### src/rtl/dma_desc_ctrl.sv
// dma_desc_ctrl: host-programmable DMA descriptor controller.
// Host BAR writes on a 32-bit Avalon-MM slave stage descriptor fields.
// A PUSH write queues the staged descriptor into a first-word-fall-through
// FIFO that feeds the 256-bit data mover over valid/ready. Completions
// from the data mover are counted and raise a level interrupt.
module dma_desc_ctrl #(
    parameter int FIFO_DEPTH = 16,
    parameter int MAX_LEN_DW = 4096
) (
    input  logic         pcie_clk,
    input  logic         pcie_rst,
    input  logic [2:0]   avs_address,
    input  logic         avs_write,
    input  logic [31:0]  avs_writedata,
    input  logic         avs_read,
    output logic [31:0]  avs_readdata,
    output logic         avs_readdatavalid,
    output logic         desc_valid,
    input  logic         desc_ready,
    output logic [159:0] desc_data,
    input  logic         done_valid,
    input  logic [7:0]   done_id,
    output logic         irq
);

    localparam int AW = $clog2(FIFO_DEPTH);
    localparam int LW = AW + 1;
    localparam logic [LW-1:0] FULL_LVL = LW'(FIFO_DEPTH);
    localparam logic [17:0]   MAX_LEN  = 18'(MAX_LEN_DW);

    logic [31:0]   src_lo, src_hi, dst_lo, dst_hi;
    logic [17:0]   len_dw;
    logic [7:0]    last_push_id;
    logic          last_push_dir;
    logic          err_len, err_ovf, irq_en;
    logic [15:0]   done_cnt;
    logic [7:0]    last_done_id;

    logic [159:0]  mem [FIFO_DEPTH];
    logic [AW-1:0] wr_ptr, rd_ptr;
    logic [LW-1:0] level;

    logic          push_req, status_wr, done_wr;
    logic          len_bad, fifo_full, push_ok, pop;
    logic [159:0]  new_entry, head_nxt;
    logic [AW-1:0] rd_ptr_nxt;
    logic [LW-1:0] level_nxt;
    logic [31:0]   rd_mux;

    // Write decode, push qualification and next-state FIFO bookkeeping
    always_comb begin
        push_req   = avs_write && (avs_address == 3'd5);
        status_wr  = avs_write && (avs_address == 3'd6);
        done_wr    = avs_write && (avs_address == 3'd7);
        len_bad    = (len_dw == 18'd0) || (len_dw > MAX_LEN);
        fifo_full  = (level == FULL_LVL);
        push_ok    = push_req && !len_bad && !fifo_full;
        pop        = desc_valid && desc_ready;
        new_entry  = {avs_writedata[8], 5'b0, avs_writedata[7:0], len_dw,
                      dst_hi, dst_lo, src_hi, src_lo};
        rd_ptr_nxt = pop ? rd_ptr + AW'(1) : rd_ptr;
        level_nxt  = level;
        if (push_ok && !pop) begin
            level_nxt = level + LW'(1);
        end else if (!push_ok && pop) begin
            level_nxt = level - LW'(1);
        end
        // The new entry becomes the head when it lands on the slot being exposed
        if (push_ok && (wr_ptr == rd_ptr_nxt)) begin
            head_nxt = new_entry;
        end else begin
            head_nxt = mem[rd_ptr_nxt];
        end
    end

    // Staging registers and last-pushed id/dir
    always_ff @(posedge pcie_clk) begin
        if (pcie_rst) begin
            src_lo        <= '0;
            src_hi        <= '0;
            dst_lo        <= '0;
            dst_hi        <= '0;
            len_dw        <= '0;
            last_push_id  <= '0;
            last_push_dir <= 1'b0;
        end else if (avs_write) begin
            case (avs_address)
                3'd0: src_lo <= avs_writedata;
                3'd1: src_hi <= avs_writedata;
                3'd2: dst_lo <= avs_writedata;
                3'd3: dst_hi <= avs_writedata;
                3'd4: len_dw <= avs_writedata[17:0];
                3'd5: begin
                    last_push_id  <= avs_writedata[7:0];
                    last_push_dir <= avs_writedata[8];
                end
                default: ;
            endcase
        end
    end

    // FIFO storage; contents need no reset since the pointers define validity
    always_ff @(posedge pcie_clk) begin
        if (push_ok) begin
            mem[wr_ptr] <= new_entry;
        end
    end

    // FIFO pointers, level and registered head presentation
    always_ff @(posedge pcie_clk) begin
        if (pcie_rst) begin
            wr_ptr     <= '0;
            rd_ptr     <= '0;
            level      <= '0;
            desc_valid <= 1'b0;
            desc_data  <= '0;
        end else begin
            if (push_ok) begin
                wr_ptr <= wr_ptr + AW'(1);
            end
            rd_ptr     <= rd_ptr_nxt;
            level      <= level_nxt;
            desc_valid <= (level_nxt != '0);
            if (level_nxt != '0) begin
                desc_data <= head_nxt;
            end
        end
    end

    // Sticky error flags (set beats clear), irq enable, completion tracking
    always_ff @(posedge pcie_clk) begin
        if (pcie_rst) begin
            err_len      <= 1'b0;
            err_ovf      <= 1'b0;
            irq_en       <= 1'b0;
            done_cnt     <= '0;
            last_done_id <= '0;
            irq          <= 1'b0;
        end else begin
            err_len <= (push_req && len_bad) ||
                       (err_len && !(status_wr && avs_writedata[16]));
            err_ovf <= (push_req && !len_bad && fifo_full) ||
                       (err_ovf && !(status_wr && avs_writedata[17]));
            if (status_wr) begin
                irq_en <= avs_writedata[24];
            end
            if (done_valid) begin
                done_cnt     <= done_wr ? 16'd1 : done_cnt + 16'd1;
                last_done_id <= done_id;
            end else if (done_wr) begin
                done_cnt <= '0;
            end
            irq <= irq_en && (done_cnt != 16'd0);
        end
    end

    // Readback mux over current (pre-write) register values
    always_comb begin
        rd_mux = '0;
        case (avs_address)
            3'd0: rd_mux = src_lo;
            3'd1: rd_mux = src_hi;
            3'd2: rd_mux = dst_lo;
            3'd3: rd_mux = dst_hi;
            3'd4: rd_mux = {14'b0, len_dw};
            3'd5: rd_mux = {23'b0, last_push_dir, last_push_id};
            3'd6: rd_mux = {7'b0, irq_en, 6'b0, err_ovf, err_len, 6'b0,
                            (level == '0), fifo_full, 8'(level)};
            3'd7: rd_mux = {last_done_id, 8'b0, done_cnt};
            default: rd_mux = '0;
        endcase
    end

    // One-cycle read response
    always_ff @(posedge pcie_clk) begin
        if (pcie_rst) begin
            avs_readdata      <= '0;
            avs_readdatavalid <= 1'b0;
        end else begin
            avs_readdatavalid <= avs_read;
            if (avs_read) begin
                avs_readdata <= rd_mux;
            end
        end
    end

endmodule

### config.mk
export PLATFORM = sky130hd
export DESIGN_NAME = dma_desc_ctrl
export DESIGN_NICKNAME = d
export VERILOG_FILES = /design/src/rtl/dma_desc_ctrl.sv
export SDC_FILE = /design/constraint.sdc
export NUM_CORES = 2
export LEC_CHECK = 0
export BUFFER_PORTS_ARGS = -buffer_cell sky130_fd_sc_hd__buf_2
export CORE_UTILIZATION = 35
export CTS_CLUSTER_DIAMETER = 50
export DETAILED_ROUTE_END_ITERATION = 10
export PLACE_DENSITY_LB_ADDON = 0.12
export SYNTH_ARGS = -nofsm -noshare
export SYNTH_HDL_FRONTEND = slang
export SYNTH_SLANG_ARGS = --single-unit
export TNS_END_PERCENT = 20
### constraint.sdc
create_clock -name pcie_clk -period 16 [get_ports pcie_clk]
set_input_delay 0.8 -clock pcie_clk [delete_from_list [all_inputs] [get_ports pcie_clk]]
set_output_delay 0.8 -clock pcie_clk [all_outputs]
set_load 0.005 [all_outputs]
# == After elaboration in Yosys (flattened, before gate mapping) ==
# Memory sizes are Yosys's and may differ from the RTL's. A register that Yosys moved wholly into a read port is not among the register bits.
# Cells that the tools add are included.
# op_classes
add_sub_neg,5
n_mul,0
div_mod_pow,0
magnitude_cmp,1
n_eq_ne,9
shifts,0
n_mux,10
n_bitwise,0
n_reduce_logical,37
# ops
operator,count
one-hot mux 32 bit (8 select lines),1
2-to-1 mux 160 bit,1
2-to-1 mux 16 bit,3
greater-than comparator 18 x 13 -> 1 bit (second input constant),1
logical NOT 18 bit,1
adder 16 x 1 -> 16 bit (second input constant),1
logical AND 1 bit,16
nonzero test 16 bit,1
== test 3 bit (second input constant),4
AND reduction 2 bit,6
2-to-1 mux 5 bit,2
adder 4 x 1 -> 4 bit (second input constant),2
== test 3 x 2 -> 1 bit (second input constant),2
logical NOT 1 bit,6
adder 5 x 1 -> 5 bit (second input constant),1
== test 5 bit (second input constant),1
logical NOT 5 bit,1
nonzero test 5 bit,1
subtractor 5 x 1 -> 5 bit (second input constant),1
== test 4 bit,1
2-to-1 mux 4 bit,1
== test 3 x 1 -> 1 bit (second input constant),1
logical NOT 3 bit,1
logical OR 1 bit,3
other kinds (2),3
# word_totals
regBits,390
latch_bits,0
mem_bits_rw,2480
rom_bits,0
inputBits,49
output_inout_bits,195
elab_cells,83
mem_count,1
# mem_list
memory,depth,width,rd,rd_ports_with_merged_regs,write_ports,line_no,source
mem,16,155,1,1,1,39,logic [159:0] mem [FIFO_DEPTH];

# == Longest topological paths before layout ==
# depth
ltp_word,10
ltp_mapped,13
mapped_depth_nobuf,10

# == Worst setup path after synthesis ==
# OpenSTA, ideal clock, no wires.
# synth_timing
path_kind,input port to flip-flop
startpoint,in avs_write
endpoint,"mem mem[3][0] (netlist bit), enable pin"
setup_ns,0.859
t_arrival_ns,12.381
t_required_ns,15.141
setup_slack_ns,2.760
cell_stages,8
n_path_buf,3
path_cell_list,buf_4 -> and4b_1 -> buf_2 -> nand4_2 -> nor3b_4 -> buf_6 -> nand2_1 -> nor3_1
# synth_via
elab_chain_len,5
# synth_lines
element,line_no,source
start: declaration,13,"input logic avs_write,"
logical AND 1 bit,52,push_req = avs_write && (avs_address == 3'd5);
logical AND 1 bit (2 in series),57,push_ok = push_req && !len_bad && !fifo_full;
2-to-1 mux 1 bit,104,if (push_ok) begin
2-to-1 mux 1 bit (not written as such),105,mem[wr_ptr] <= new_entry;
end: declaration,39,
# Every way passes these cells.

# == Final worst setup path ==
# layout_timing
startpoint,reg len_dw[17]
endpoint,"mem mem[7][64] (netlist bit), enable pin"
# layout_via
elab_chain_len,7
word_cells_on_any_way,8
cone_classes,order compare: 1; mux: 2; reduce/logical: 5
# layout_lines
element,line_no,source
start: declaration,32,logic [17:0] len_dw;
start signal: assignment,92,3'd4: len_dw <= avs_writedata[17:0];
greater-than comparator 18 x 13 -> 1 bit / logical NOT 18 bit (equally long branches),55,len_bad = (len_dw == 18'd0) || (len_dw > MAX_LEN);
logical OR 1 bit *,55,
logical NOT 1 bit *,57,
logical AND 1 bit * (2 in series),57,
2-to-1 mux 1 bit *,104,
2-to-1 mux 1 bit (not written as such) *,105,
# Mark *: on every way between the ends. The rest lies on a longest branch, timed or not.

==> impl_metrics.toml <==
[power_and_ir_drop]
p_sw_mw = 6.486
p_seq_share_pct = 39.2
sw_frac_of_total_pct = 30.29
design_power_total_mw = 21.42
comb_power_share_pct = 20.0
internal_power_mw = 14.93
p_clk_share_pct = 40.8
p_per_area_mw_per_mm2 = 163.0
peakVddDrop_uv = 296.7
p_leak_nw = 42.95

[synth]
syn-cell-area_mm2 = 0.1126
async_reset_ff_share_pct = 0
postSynthAreaPerCell_um2 = 14.02
synth.top_cell.area_share_pct = 66.14
synth_edf_count = 2480
syn_inst = 8034
yosysUniqueCellTypes = 65
synth_largest_area_cell = "edfxtp_1"
synth.area.top_cells = "edfxtp_1 66%, dfxtp_1 6.8%, a21oi_1 6.1%"
yosysSeqAreaShare_pct = 72.98
yosysWarnings = 0
synthFlopType = "edfxtp_1"
yosys_register_bits = 2865

[timing]
tightest_slew_ns = 1.346
setup_ws_ns = 10.47
layout_worst_path_cycle_share_pct = 34.58
fmax_ghz = 0.1807
setup_viol = 0
rsz0062_at_grt = "false"
setup-tns-final_ns = 0
timing.slew.headroom_pct = 10.28
skew_ns = 0.08049
finalHoldViolations = 0
slew_violations = 0
period_minus_slack_ns = 5.533

[route]
drc = 0
viasPerCell = 5.562
wl_per_cell_um = 29.37
totalWireLength_mm = 376.4
drt_first_pass_iters = 6
ant_nets = 0
num_vias = 71265
drtIter0Drc = 6606

[critical_path]
critPathLaunchType = "flip-flop"
crit_buf_inv = 3
startpoint = "len_dw[17]"
worst_ep_arrival_time_ns = 6.03
worst_path_max_delay_cell = "buf_4"
cpPeakStageDelay_ns = 0.88
path_delay_family = "buffers and inverters"
cp_common_cell = "buf_4"
required_ns = 16.50
r2r-start = "len_dw[17]"
end_kind = "flip-flop"
critPathMaxFanout = 44
critPathKind = "flip-flop to flip-flop"
cp_cell_sequence = "nor3_1 > nand4_2 > nor3b_4 > nand2_1 > nor2_4 > buf_4 > buf_4 > buf_4"

[floorplanning]
io_pins = 244
rows = 207
dieWidth_um = 569.2
die_h_um = 569.2
start_util_pct = 35.29
core_mm2 = 0.3191
design.die.area_mm2 = 0.3240

[clocking]
cts_tree = "yes"
cts_htree_levels = 5
clockRootBuffer = "clkbuf_16"
clkTransAtPathRegs_ns = 0.06
ctsHoldBuffers = 0
clockBufferDepth = 4
cts_resized = 0
cts_buffers = 373
clock-sinks = 2865
cts_setup_buffers = 0
clk_latency_ns = 0.96

[place]
portBuffers = 238
placedInstanceArea_mm2 = 0.1182
place_congestion = 0.8385
place_ws_ns = 9.805
hpwl_mm = 196.2
placedCellCount = 12104

[layout]
fill_cells = 29409
drive_above_1_share_pct = 14.71
fin_nets = 8253
instances_no_fill = 12812
stdcell_area_mm2 = 0.1314
area_growth_pct = 16.66

[grt]
track_usage_pct = 22.67
grt_overflow = 0
grt_util_met1_pct = 31.07
grt_max_degree = 175
use_met3_pct = 2.637
grt-busiest-layer = "met2"
antenna_found_initial = 17
use_met2_pct = 37.58
grt_pass1_wl_mm = 531.4
grt_pass1_vias = 70209

[worst_hold_path]
hp-class = "input pin to flip-flop"
min_from = "done_id[3]"

[run]
drv_cap = 0

[status]
status = "completed"
-- power groups by stage --
stage | clock (mW) | sequential, mW | combinational [mW]
floorplan | 0 | 8.47 | 3.04
global placement | 0 | 8.56 | 4.27
detailed placement | 0 | 8.56 | 4.31
CTS | 8.89 | 8.41 | 4.32
global route | 9.18 | 8.41 | 4.63
finish | 8.74 | 8.40 | 4.28
-- sequential cells by signal (all words and copies together), names as in the netlist, 18 cells and up --
| name | flops |
|---|---|
| dst_lo | 32 |
| len_dw | 18 |
| avs_readdata | 32 |
| mem | 2480 |
| dst_hi | 32 |
| src_hi | 32 |
| src_lo | 32 |
| desc_data | 155 |
-- synthesized netlist by cell type (4+ instances only) --
master / instances
a211oi_1: 19
a211oi_2: 150
a21oi_1: 1382
a221oi_1: 456
a22oi_1: 164
a311oi_1: 15
and2_1: 9
and3_1: 17
buf_1: 48
buf_2: 124
buf_4: 12
buf_6: 19
clkbuf_1: 423
dfxtp_1: 385
edfxtp_1: 2480
ha_1: 9
inv_1: 12
mux2_2: 22
mux2i_1: 514
mux4_2: 14
nand2_1: 1145
nand2b_1: 5
nand3_1: 26
nand4_1: 12
nor2_1: 270
nor3_1: 165
nor4_1: 4
nor4_2: 4
o211ai_1: 11
o21a_1: 4
o21ai_0: 43
o22ai_1: 5
xnor2_1: 13
xor2_1: 12
-- kinds of logic (layout without fill, tap and decap cells) --
family	count (synthesis)	count (layout)	share of synthesized area [%]
XOR/XNOR	27	27	0.2234
AND/OR/NAND/NOR	1678	1678	6.037
buffers and inverters	639	1120	2.435
other	1	14	0.003330
AO/OA/AOI/OAI	2264	2264	13.14
adder cells (fa/ha/maj)	9	9	0.1000
flip-flops	2865	2865	72.98
multiplexers	551	551	5.082
-- per-stage QoR --
step                hold WS [ns]  utilization (%)
floorplan                 0.4331                -
global placement          0.4388            37.05
detailed placement        0.4470            37.05
CTS                      0.05065            41.16
global route             0.07541            41.16
finish                    0.1103            41.17
-- cell type report --
class	instances	area [µm²]	share of cell area, %
sequential	2865	82180	62.56
multi-input combinational	4534	27900	21.24
clock buffer	455	9897	7.534
tap	4284	5360	4.080
clock inverter	244	3213	2.446
timing repair buffer	408	2743	2.088
inverter	13	48.80	0.03715
antenna	9	22.52	0.01714
-- metal layers --
layer  routed length (µm)  vias to the layer above
met1               166000                    37246
met3                17890                      554
met5                   10                        -
met4                12200                        2
met2               180200                     2160
li1                     -                    31303
-- final timing paths --
path / to / cells past startpoint / slack, ns
worst max-delay path: mem[7][64] / 8 / 10.47
worst max register to register: mem[7][64] / 8 / 10.47
worst min register to register: last_push_id[0] / 2 / 0.46
worst min-delay path: last_done_id[3] / 3 / 0.11
-- layout by cell type (no fill, tap or decap), drive strengths merged, types with 45 or more instances in the layout --
cell and count:
o21ai 45, a221oi 456, a21oi 1382, a22oi 164
nor3 168, nand2 1146, nor2 271, bufinv 52
clkbuf 455, clkinv 123, buf 408, dfxtp 385
mux2i 514, a211oi 169, edfxtp 2480
-- worst reg2reg max path, stage by stage, from the launching register on --
cell     delay [ns]
dfxtp_1        0.57
nor3_1         0.61
nand4_2        0.22
nor3b_4        0.63
nand2_1        0.41
nor2_4         0.18
buf_4          0.65
buf_4          0.89
buf_4          0.88
Power figures use the tool's default switching activity.
